**src/rtl/editor_campos_rtc_if.sv**
```systemverilog
// ---------------------------------------------------------------------------
// editor_campos_rtc_if
// Bus between the RTC field editor and its neighbours. It carries the
// modifier path, the field values and the write handshake.
//   master (editor) drives : dato_e, tipo, s_r, campo0..2, wr_req
//   master (editor) reads  : dato_s, wr_ack
//   slave  (modifier / RTC writer / display) is the mirror image.
// Signals:
//   dato_e  [7:0] BCD value of the selected field, to the modifier
//   tipo    [4:0] one-hot range code of the selected field
//   s_r           1 = add one, 0 = subtract one
//   dato_s  [7:0] BCD result returned by the modifier
//   campo0..2 [7:0] current BCD field values
//   wr_req / wr_ack commit request/acknowledge with the write sequencer
// ---------------------------------------------------------------------------
interface editor_campos_rtc_if;
  logic [7:0] dato_e;
  logic [4:0] tipo;
  logic       s_r;
  logic [7:0] dato_s;
  logic [7:0] campo0;
  logic [7:0] campo1;
  logic [7:0] campo2;
  logic       wr_req;
  logic       wr_ack;

  modport master (
    output dato_e, tipo, s_r, campo0, campo1, campo2, wr_req,
    input  dato_s, wr_ack
  );

  modport slave (
    input  dato_e, tipo, s_r, campo0, campo1, campo2, wr_req,
    output dato_s, wr_ack
  );
endinterface

```
**src/rtl/editor_campos_rtc.sv**
```systemverilog
// ---------------------------------------------------------------------------
// editor_campos_rtc
// Edit-mode controller for the RTC setting path. Holds three BCD fields
// (hh/mm/ss or dd/mes/aa), moves a cursor over them, requests +1/-1 from an
// external BCD modifier on up/down pulses, captures the modifier result one
// cycle later and hands the edited fields to the RTC writer on exit.
// Ports:
//   clk                 system clock, rising edge
//   reset               synchronous, active-low
//   en_edit             level: high = edit, low = exit and commit
//   grupo               0 = time fields, 1 = date fields (latched on entry)
//   cargar              pulse: load campo_in0..2 while idle
//   campo_in0..2 [7:0]  BCD values read from the RTC
//   btn_arriba/abajo/izq/der  single-cycle button pulses
//   campo_sel [1:0]     cursor position 0..2
//   editando            high while editing or committing
//   bus                 master side of editor_campos_rtc_if
// ---------------------------------------------------------------------------
module editor_campos_rtc (
  input  logic       clk,
  input  logic       reset,
  input  logic       en_edit,
  input  logic       grupo,
  input  logic       cargar,
  input  logic [7:0] campo_in0,
  input  logic [7:0] campo_in1,
  input  logic [7:0] campo_in2,
  input  logic       btn_arriba,
  input  logic       btn_abajo,
  input  logic       btn_izq,
  input  logic       btn_der,
  output logic [1:0] campo_sel,
  output logic       editando,
  editor_campos_rtc_if.master bus
);

  localparam logic [1:0] IDLE   = 2'd0;
  localparam logic [1:0] EDIT   = 2'd1;
  localparam logic [1:0] MOD    = 2'd2;
  localparam logic [1:0] COMMIT = 2'd3;

  logic [1:0] state_reg, state_next;
  logic [1:0] sel_reg, sel_next;
  logic       s_r_reg, s_r_next;
  logic       grupo_reg;
  logic [7:0] campo0_reg, campo1_reg, campo2_reg;
  logic [7:0] dato_e_mux;
  logic [4:0] tipo_mux;

  // Next-state, cursor and direction decisions.
  always_comb begin
    state_next = state_reg;
    sel_next   = sel_reg;
    s_r_next   = s_r_reg;
    case (state_reg)
      IDLE: begin
        if (en_edit) begin
          state_next = EDIT;
          sel_next   = 2'd0;
        end
      end
      EDIT: begin
        if (!en_edit) begin
          state_next = COMMIT;
        end else if (btn_arriba ^ btn_abajo) begin
          s_r_next   = btn_arriba;
          state_next = MOD;
        end else if (!btn_arriba && !btn_abajo) begin
          // Up and down together swallow the whole cycle, so cursor moves
          // are only considered when neither is pressed.
          if (btn_der && !btn_izq) begin
            sel_next = (sel_reg == 2'd2) ? 2'd0 : sel_reg + 2'd1;
          end else if (btn_izq && !btn_der) begin
            sel_next = (sel_reg == 2'd0) ? 2'd2 : sel_reg - 2'd1;
          end
        end
      end
      MOD: begin
        // Always return to EDIT so the capture completes; exit is taken there.
        state_next = EDIT;
      end
      COMMIT: begin
        if (bus.wr_ack) begin
          state_next = IDLE;
        end
      end
      default: state_next = IDLE;
    endcase
  end

  always_ff @(posedge clk) begin
    if (!reset) begin
      state_reg <= IDLE;
      sel_reg   <= 2'd0;
      s_r_reg   <= 1'b1;
      grupo_reg <= 1'b0;
    end else begin
      state_reg <= state_next;
      sel_reg   <= sel_next;
      s_r_reg   <= s_r_next;
      if (state_reg == IDLE && en_edit) begin
        grupo_reg <= grupo;
      end
    end
  end

  // Field registers: loaded from the RTC while idle, written with the
  // modifier result at the end of the single MOD cycle.
  always_ff @(posedge clk) begin
    if (!reset) begin
      campo0_reg <= 8'h00;
      campo1_reg <= 8'h00;
      campo2_reg <= 8'h00;
    end else if (state_reg == IDLE && cargar) begin
      campo0_reg <= campo_in0;
      campo1_reg <= campo_in1;
      campo2_reg <= campo_in2;
    end else if (state_reg == MOD) begin
      case (sel_reg)
        2'd0:    campo0_reg <= bus.dato_s;
        2'd1:    campo1_reg <= bus.dato_s;
        2'd2:    campo2_reg <= bus.dato_s;
        default: ;
      endcase
    end
  end

  always_comb begin
    case (sel_reg)
      2'd1:    dato_e_mux = campo1_reg;
      2'd2:    dato_e_mux = campo2_reg;
      default: dato_e_mux = campo0_reg;
    endcase
  end

  // Range code for the modifier: 23/59/59 for time, 31/12/99 for date.
  always_comb begin
    case ({grupo_reg, sel_reg})
      3'b001:  tipo_mux = 5'b01000;
      3'b010:  tipo_mux = 5'b01000;
      3'b100:  tipo_mux = 5'b00100;
      3'b101:  tipo_mux = 5'b00001;
      3'b110:  tipo_mux = 5'b10000;
      default: tipo_mux = 5'b00010;
    endcase
  end

  assign bus.dato_e = dato_e_mux;
  assign bus.tipo   = tipo_mux;
  assign bus.s_r    = s_r_reg;
  assign bus.campo0 = campo0_reg;
  assign bus.campo1 = campo1_reg;
  assign bus.campo2 = campo2_reg;
  assign bus.wr_req = (state_reg == COMMIT);
  assign campo_sel  = sel_reg;
  assign editando   = (state_reg != IDLE);

endmodule

```
**src/flat_wrapper.sv**
```systemverilog
// flat-port wrapper written by rule: the top's interface ports become plain ports
module editor_campos_rtc_flat 
  (clk, reset, en_edit, grupo, cargar, campo_in0, campo_in1, campo_in2, btn_arriba, btn_abajo, btn_izq, btn_der, campo_sel, editando, bus_dato_e, bus_tipo, bus_s_r, bus_campo0, bus_campo1, bus_campo2, bus_wr_req, bus_dato_s, bus_wr_ack);
  editor_campos_rtc_if bus_i ();
  input  logic clk;
  input  logic reset;
  input  logic en_edit;
  input  logic grupo;
  input  logic cargar;
  input  logic [7:0] campo_in0;
  input  logic [7:0] campo_in1;
  input  logic [7:0] campo_in2;
  input  logic btn_arriba;
  input  logic btn_abajo;
  input  logic btn_izq;
  input  logic btn_der;
  output logic [1:0] campo_sel;
  output logic editando;
  output wire logic [$bits(bus_i.dato_e)-1:0] bus_dato_e;
  output wire logic [$bits(bus_i.tipo)-1:0] bus_tipo;
  output wire logic [$bits(bus_i.s_r)-1:0] bus_s_r;
  output wire logic [$bits(bus_i.campo0)-1:0] bus_campo0;
  output wire logic [$bits(bus_i.campo1)-1:0] bus_campo1;
  output wire logic [$bits(bus_i.campo2)-1:0] bus_campo2;
  output wire logic [$bits(bus_i.wr_req)-1:0] bus_wr_req;
  input wire logic [$bits(bus_i.dato_s)-1:0] bus_dato_s;
  input wire logic [$bits(bus_i.wr_ack)-1:0] bus_wr_ack;
  assign bus_dato_e = bus_i.dato_e;
  assign bus_tipo = bus_i.tipo;
  assign bus_s_r = bus_i.s_r;
  assign bus_campo0 = bus_i.campo0;
  assign bus_campo1 = bus_i.campo1;
  assign bus_campo2 = bus_i.campo2;
  assign bus_wr_req = bus_i.wr_req;
  assign bus_i.dato_s = bus_dato_s;
  assign bus_i.wr_ack = bus_wr_ack;
  editor_campos_rtc u_core (.clk(clk), .reset(reset), .en_edit(en_edit), .grupo(grupo), .cargar(cargar), .campo_in0(campo_in0), .campo_in1(campo_in1), .campo_in2(campo_in2), .btn_arriba(btn_arriba), .btn_abajo(btn_abajo), .btn_izq(btn_izq), .btn_der(btn_der), .campo_sel(campo_sel), .editando(editando), .bus(bus_i));
endmodule
```
**config.mk**
```make
export PLATFORM = sky130hd
export DESIGN_NAME = editor_campos_rtc_flat
export DESIGN_NICKNAME = d
export VERILOG_FILES = /design/src/rtl/editor_campos_rtc_if.sv /design/src/rtl/editor_campos_rtc.sv /design/src/flat_wrapper.sv
export SDC_FILE = /design/constraint.sdc
export NUM_CORES = 1
export LEC_CHECK = 0
export ABC_AREA = 1
export BUFFER_PORTS_ARGS = -buffer_cell sky130_fd_sc_hd__buf_2
export CORE_AREA = 3 3 68 70
export DETAILED_ROUTE_END_ITERATION = 10
export DIE_AREA = 0 0 71 73
export GPL_TIMING_DRIVEN = 0
export HOLD_SLACK_MARGIN = 0.02
export PLACE_DENSITY = 0.78
export RECOVER_POWER = 100
export SYNTH_ARGS = -nofsm -noshare
export SYNTH_HDL_FRONTEND = slang
export SYNTH_SLANG_ARGS = --single-unit
```
**constraint.sdc**
```tcl
create_clock -name clk -period 1.9 [get_ports clk]
set_input_delay 0.19 -clock clk [delete_from_list [all_inputs] [get_ports clk]]
set_output_delay 0.19 -clock clk [all_outputs]
set_load 0.01 [all_outputs]
```
# == Word level (Yosys, flattened, before mapping) ==
# Index checks and enable logic that the tools add are counted.
# totals
regBits,30
inputBits,42
output_inout_bits,42
elab_cells,76
# classes
n_addsub,2
eq_ne,17
mux,25
n_bitwise,1
reduce_logical,24
# ops
operator,count
$mux W8,9
$mux W2,12
$pmux W5 S4,1
$pmux W8 S2,1
$reduce_bool A2 Y1,6
$eq A3 B3 Y1 const B,3
$pmux W2 S4,1
$eq A2 B2 Y1 const B,3
$ne A2 B2 Y1 const B,3
$reduce_and A2 Y1,3
$reduce_and A3 Y1,2
$reduce_and A6 Y1,1
$logic_and A1 B1 Y1,5
$eq A2 B1 Y1 const B,2
$logic_not A1 Y1,4
$logic_not A2 Y1,2
$ne A2 B1 Y1 const B,2
$pmux W2 S2,1
$eq A3 B1 Y1 const B,1
$eq A3 B2 Y1 const B,1
$ne A3 B1 Y1 const B,1
$ne A3 B2 Y1 const B,1
$add A2 B1 Y2 const B,1
$reduce_or A2 Y1,1
2 further kinds,2

# == Depth between registers and ports, before layout ==
# logic_depth
depth_word,8
depth_mapped,10
depth_no_buf,10

# == Worst setup path before layout ==
# OpenSTA, ideal clock, no wires.
# synth_timing
path_type,register to output
from,"register u_core.sel_reg[0], in the netlist u_core.campo_sel[0]"
to,output bus_dato_e[4]
arrival_ns,1.431
required_ns,1.710
path_slack_ns,0.279
path_stages_with_launch,7
n_path_buf,2
path_cell_list,dfxtp_1 inv_1 ha_1 clkbuf_1 clkbuf_1 nand2_1 o21ai_0
# synth_via
elab_chain_len,2
word_cells_on_any_way,3
cone_classes,2 x eq/ne; 1 x mux
# synth_rtl
element,line_no,source
from (decl),editor_campos_rtc.sv:43,"logic [1:0] sel_reg, sel_next;"
from (signal assigned),editor_campos_rtc.sv:99,sel_reg <= sel_next;
$eq A2 B2 Y1 or $eq A2 B1 Y1 (tied branches),editor_campos_rtc.sv:129,case (sel_reg)
$pmux W8 S2 (*),editor_campos_rtc.sv:129,
to (decl),flat_wrapper.sv:19,output wire logic [$bits(bus_i.dato_e)-1:0] bus_dato_e;
# Mark *: on every way between the ends. The rest lies on a longest branch, timed or not.

# == Worst setup path in the final report ==
# layout_timing
from,"register u_core.sel_reg[1], in the netlist u_core.campo_sel[1]"
to,output bus_dato_e[7]
# The elaborated chain is that of the path after synthesis.

==> impl_metrics.toml <==
[final_layout]
post_layout_net_count = 455
post_layout_nonfiller_instances = 458
signed_area_change_from_the_synthesized_netlist_to_the_final_layout_pct = 27.1
antenna_cells_inserted = 0
layout-drive-gt1-share_pct = 20.1

[outcome]
status = "complete, no violations"

[synth]
synth.largest_area_cell = "sky130_fd_sc_hd__dfxtp_1"
synth_area_per_cell_sq_um = 5.98
synthCells = 321
ys_async_sr_fraction_pct = 0
netlist.area_leader.share_pct = 31.3
post_synth_instance_area_sq_um = 1920
yosys_warnings = 0
part_of_the_yosys_area_used_for_sequential_elements_pct = 31.3
number_of_enable_type_register_cells_in_the_synthesized_netlist = 0
synth_unique_cells = 23
library_cell_with_the_highest_instance_count_after_synthesis = "sky130_fd_sc_hd__nand2_1"
ys_top_cells_by_area = "sky130_fd_sc_hd__dfxtp_1 31%, sky130_fd_sc_hd__nand2_1 22%, sky130_fd_sc_hd__nor2_1 11%"
dominantRegCellSynth = "sky130_fd_sc_hd__dfxtp_1"
synth-seq-cells = 30
syn_nets = 368
synth_top_cells_by_count = "112 x sky130_fd_sc_hd__nand2_1, 56 x sky130_fd_sc_hd__nor2_1, 41 x sky130_fd_sc_hd__inv_1"

[floorplan]
placeableCoreArea_sq_um = 4030
die_width_um = 71
io-pin-count = 84
floorplan.rows = 23
floorplan.initialDensity_pct = 47.6
design.die.area_sq_um = 5180
vert_die_dim_um = 73

[power_and_ir_drop]
static_leakage_nw = 1.35
ir_worst_vdd_mv = 0.385
total_power_mw = 1.99
powerDensity_nw_per_um2 = 817

[setup_path]
worst_ep_required_time_ns = 1.71
timing.critical_path.slowest_cell_delay_ns = 0.39
worst-endpoint-arrival_ns = 1.62
critical_path.cell_chain = "inv_2 -> ha_4 -> clkbuf_4 -> nand2_1 -> o21ai_0 -> clkbuf_2"
critPathSlowestCell = "sky130_fd_sc_hd__dfxtp_2"
reg2reg_from = "u_core.campo_sel[0]"
r2r_end = "u_core.bus.campo0[1]"
timing.reg2reg.worst_path_depth = 7
worst_reg2reg_setup_slack_ns = 0.16
end_kind = "output port"
crit_path_start_kind = "register"
startpoint = "u_core.campo_sel[1]"
critPathMaxFanout = 10
critPathKind = "reg2out"

[timing]
count_of_pins_over_their_slew_limit = 0
fin_tns_setup_ns = 0
fmax_ghz = 0.552
worstMarginPinSlew_ns = 0.532
finalHoldViolations = 0
finClkSkew_ns = 0.00739
setup_viol = 0
final.period_utilization_pct = 95.4
rsz0062_at_grt = "false"
max-slew-margin-rel_pct = 64.3
period_needed_ns = 1.81

[drt]
detail_route.wl_per_cell_um = 12.9
postRouteAntennaNets = 0
drc_errors = 0
detail_route.vias_per_cell = 4.89
drt-total-wl_mm = 5.93
route.vias.total = 2238
drt_pass1_iterations = 4
drt_iter0_markers = 194

[cts]
cts_sinks = 30
cts_buffers = 5
worst_setup_hold_path_clk_slew_ns = 0.07
clockRootBuffer = "sky130_fd_sc_hd__clkbuf_8"
insertion_delay_ns = 0.29
cts_post_setup_buffers_inserted = 0
clockBufferDepth = 2
htreeDepth = 2
tritoncts = "yes"

[global_routing]
grt_start_max_net_pins = 11
grt.total_usage_pct = 23.3
grt_pass1_wl_mm = 9.40
overflow = 0
first_global_vias = 1988
grt_antenna_before_repair = 0

[place]
dpl.cell_count = 452
portBuffers = 81
detailed_place_hpwl_mm = 4.47
gp_congestion = 0.886

[flow_run]
max_cap_viol_count = 0

[hold_path]
min_path_type = "in2reg"
hold_end = "u_core.grupo_reg"
hold-path-cell-count = 3
min-delay-start = "grupo"
-- cells by family after synthesis --
logic type,after synthesis,synth area share [%]
AND/OR/NAND/NOR,204,43.6
buffers and inverters,57,13.0
flip-flops,30,31.3
AO/OA/AOI/OAI,25,8.81
adder cells (fa/ha/maj),5,3.26
-- final cells by class --
class	instances	area, sq um
repair buffers	81	367
clock buffers	5	68.8
plain buffers	12	70.1
fillers	442	1590
clock inverters	2	10.0
inverters	44	170
multi-input cells	234	1090
flip-flops and latches	30	603
well taps	50	62.6
-- worst max-delay path, delay by kind of cell, from the launching register on --
kind | cells | cell delay [ns]
buffers and inverters | 3 | 0.47
DFF | 1 | 0.39
adders and majority gates | 1 | 0.32
AOI/OAI and AO/OA | 1 | 0.10
and+or+nand+nor | 1 | 0.06
-- power by group --
group / switching, mW / total, mW / internal, mW
sequential: 0.0576 / 0.765 / 0.707
clock: 0.253 / 0.499 / 0.246
combinational: 0.465 / 0.729 / 0.263
total: 0.777 / 1.99 / 1.22
-- metal layers --
layer,part of all wire [%],vias up,track usage (%)
met5,0,-,0
met4,1.3,0,6.26
met3,10,9,5.37
met2,47,91,37.6
met1,42,987,31.3
li1,-,1151,-
-- worst max path at each step --
stage	to	slack, ns	depth (start not counted)
3_5_place_dp	bus_dato_e[7]	0.02	7
3_3_place_gp	bus_dato_e[7]	0.03	7
2_1_floorplan	bus_dato_e[4]	0.28	6
6_report	bus_dato_e[7]	0.09	6
4_1_cts	bus_dato_e[7]	0.004	6
5_1_grt	u_core.bus.campo0[1]	0.02	7
-- what timing repair did --
action | 4_1_cts | 5_1_grt
endpoints found under the setup margin | 9 | 8
gates resized for setup | 13 | 4
hold buffers | 0 | 0
-- placed cells by master (no fill, tap or decap), types with 4 or more instances in the layout --
master / n
sky130_fd_sc_hd__a21oi_1: 4
sky130_fd_sc_hd__clkbuf_1: 32
sky130_fd_sc_hd__nor2_1: 57
sky130_fd_sc_hd__o21ai_0: 10
sky130_fd_sc_hd__inv_1: 40
sky130_fd_sc_hd__dfxtp_1: 28
sky130_fd_sc_hd__nand3_1: 30
sky130_fd_sc_hd__o22ai_1: 6
sky130_fd_sc_hd__nand2_1: 112
sky130_fd_sc_hd__buf_2: 50
sky130_fd_sc_hd__clkbuf_2: 5
sky130_fd_sc_hd__clkbuf_8: 5
-- metrics by stage --
step           area (sq um)  utilization [%]  worst slack, ns  hold WS (ns)
4_1_cts                2510             62.4          0.00441         0.165
6_report               2440             60.5           0.0878         0.166
3_3_place_gp           2390             59.2           0.0250         0.451
2_1_floorplan          1920                -            0.279         0.325
5_1_grt                2440             60.5           0.0178         0.191
3_5_place_dp           2390             59.2           0.0204         0.459
Note: power is estimated with default switching activity, not from simulation.
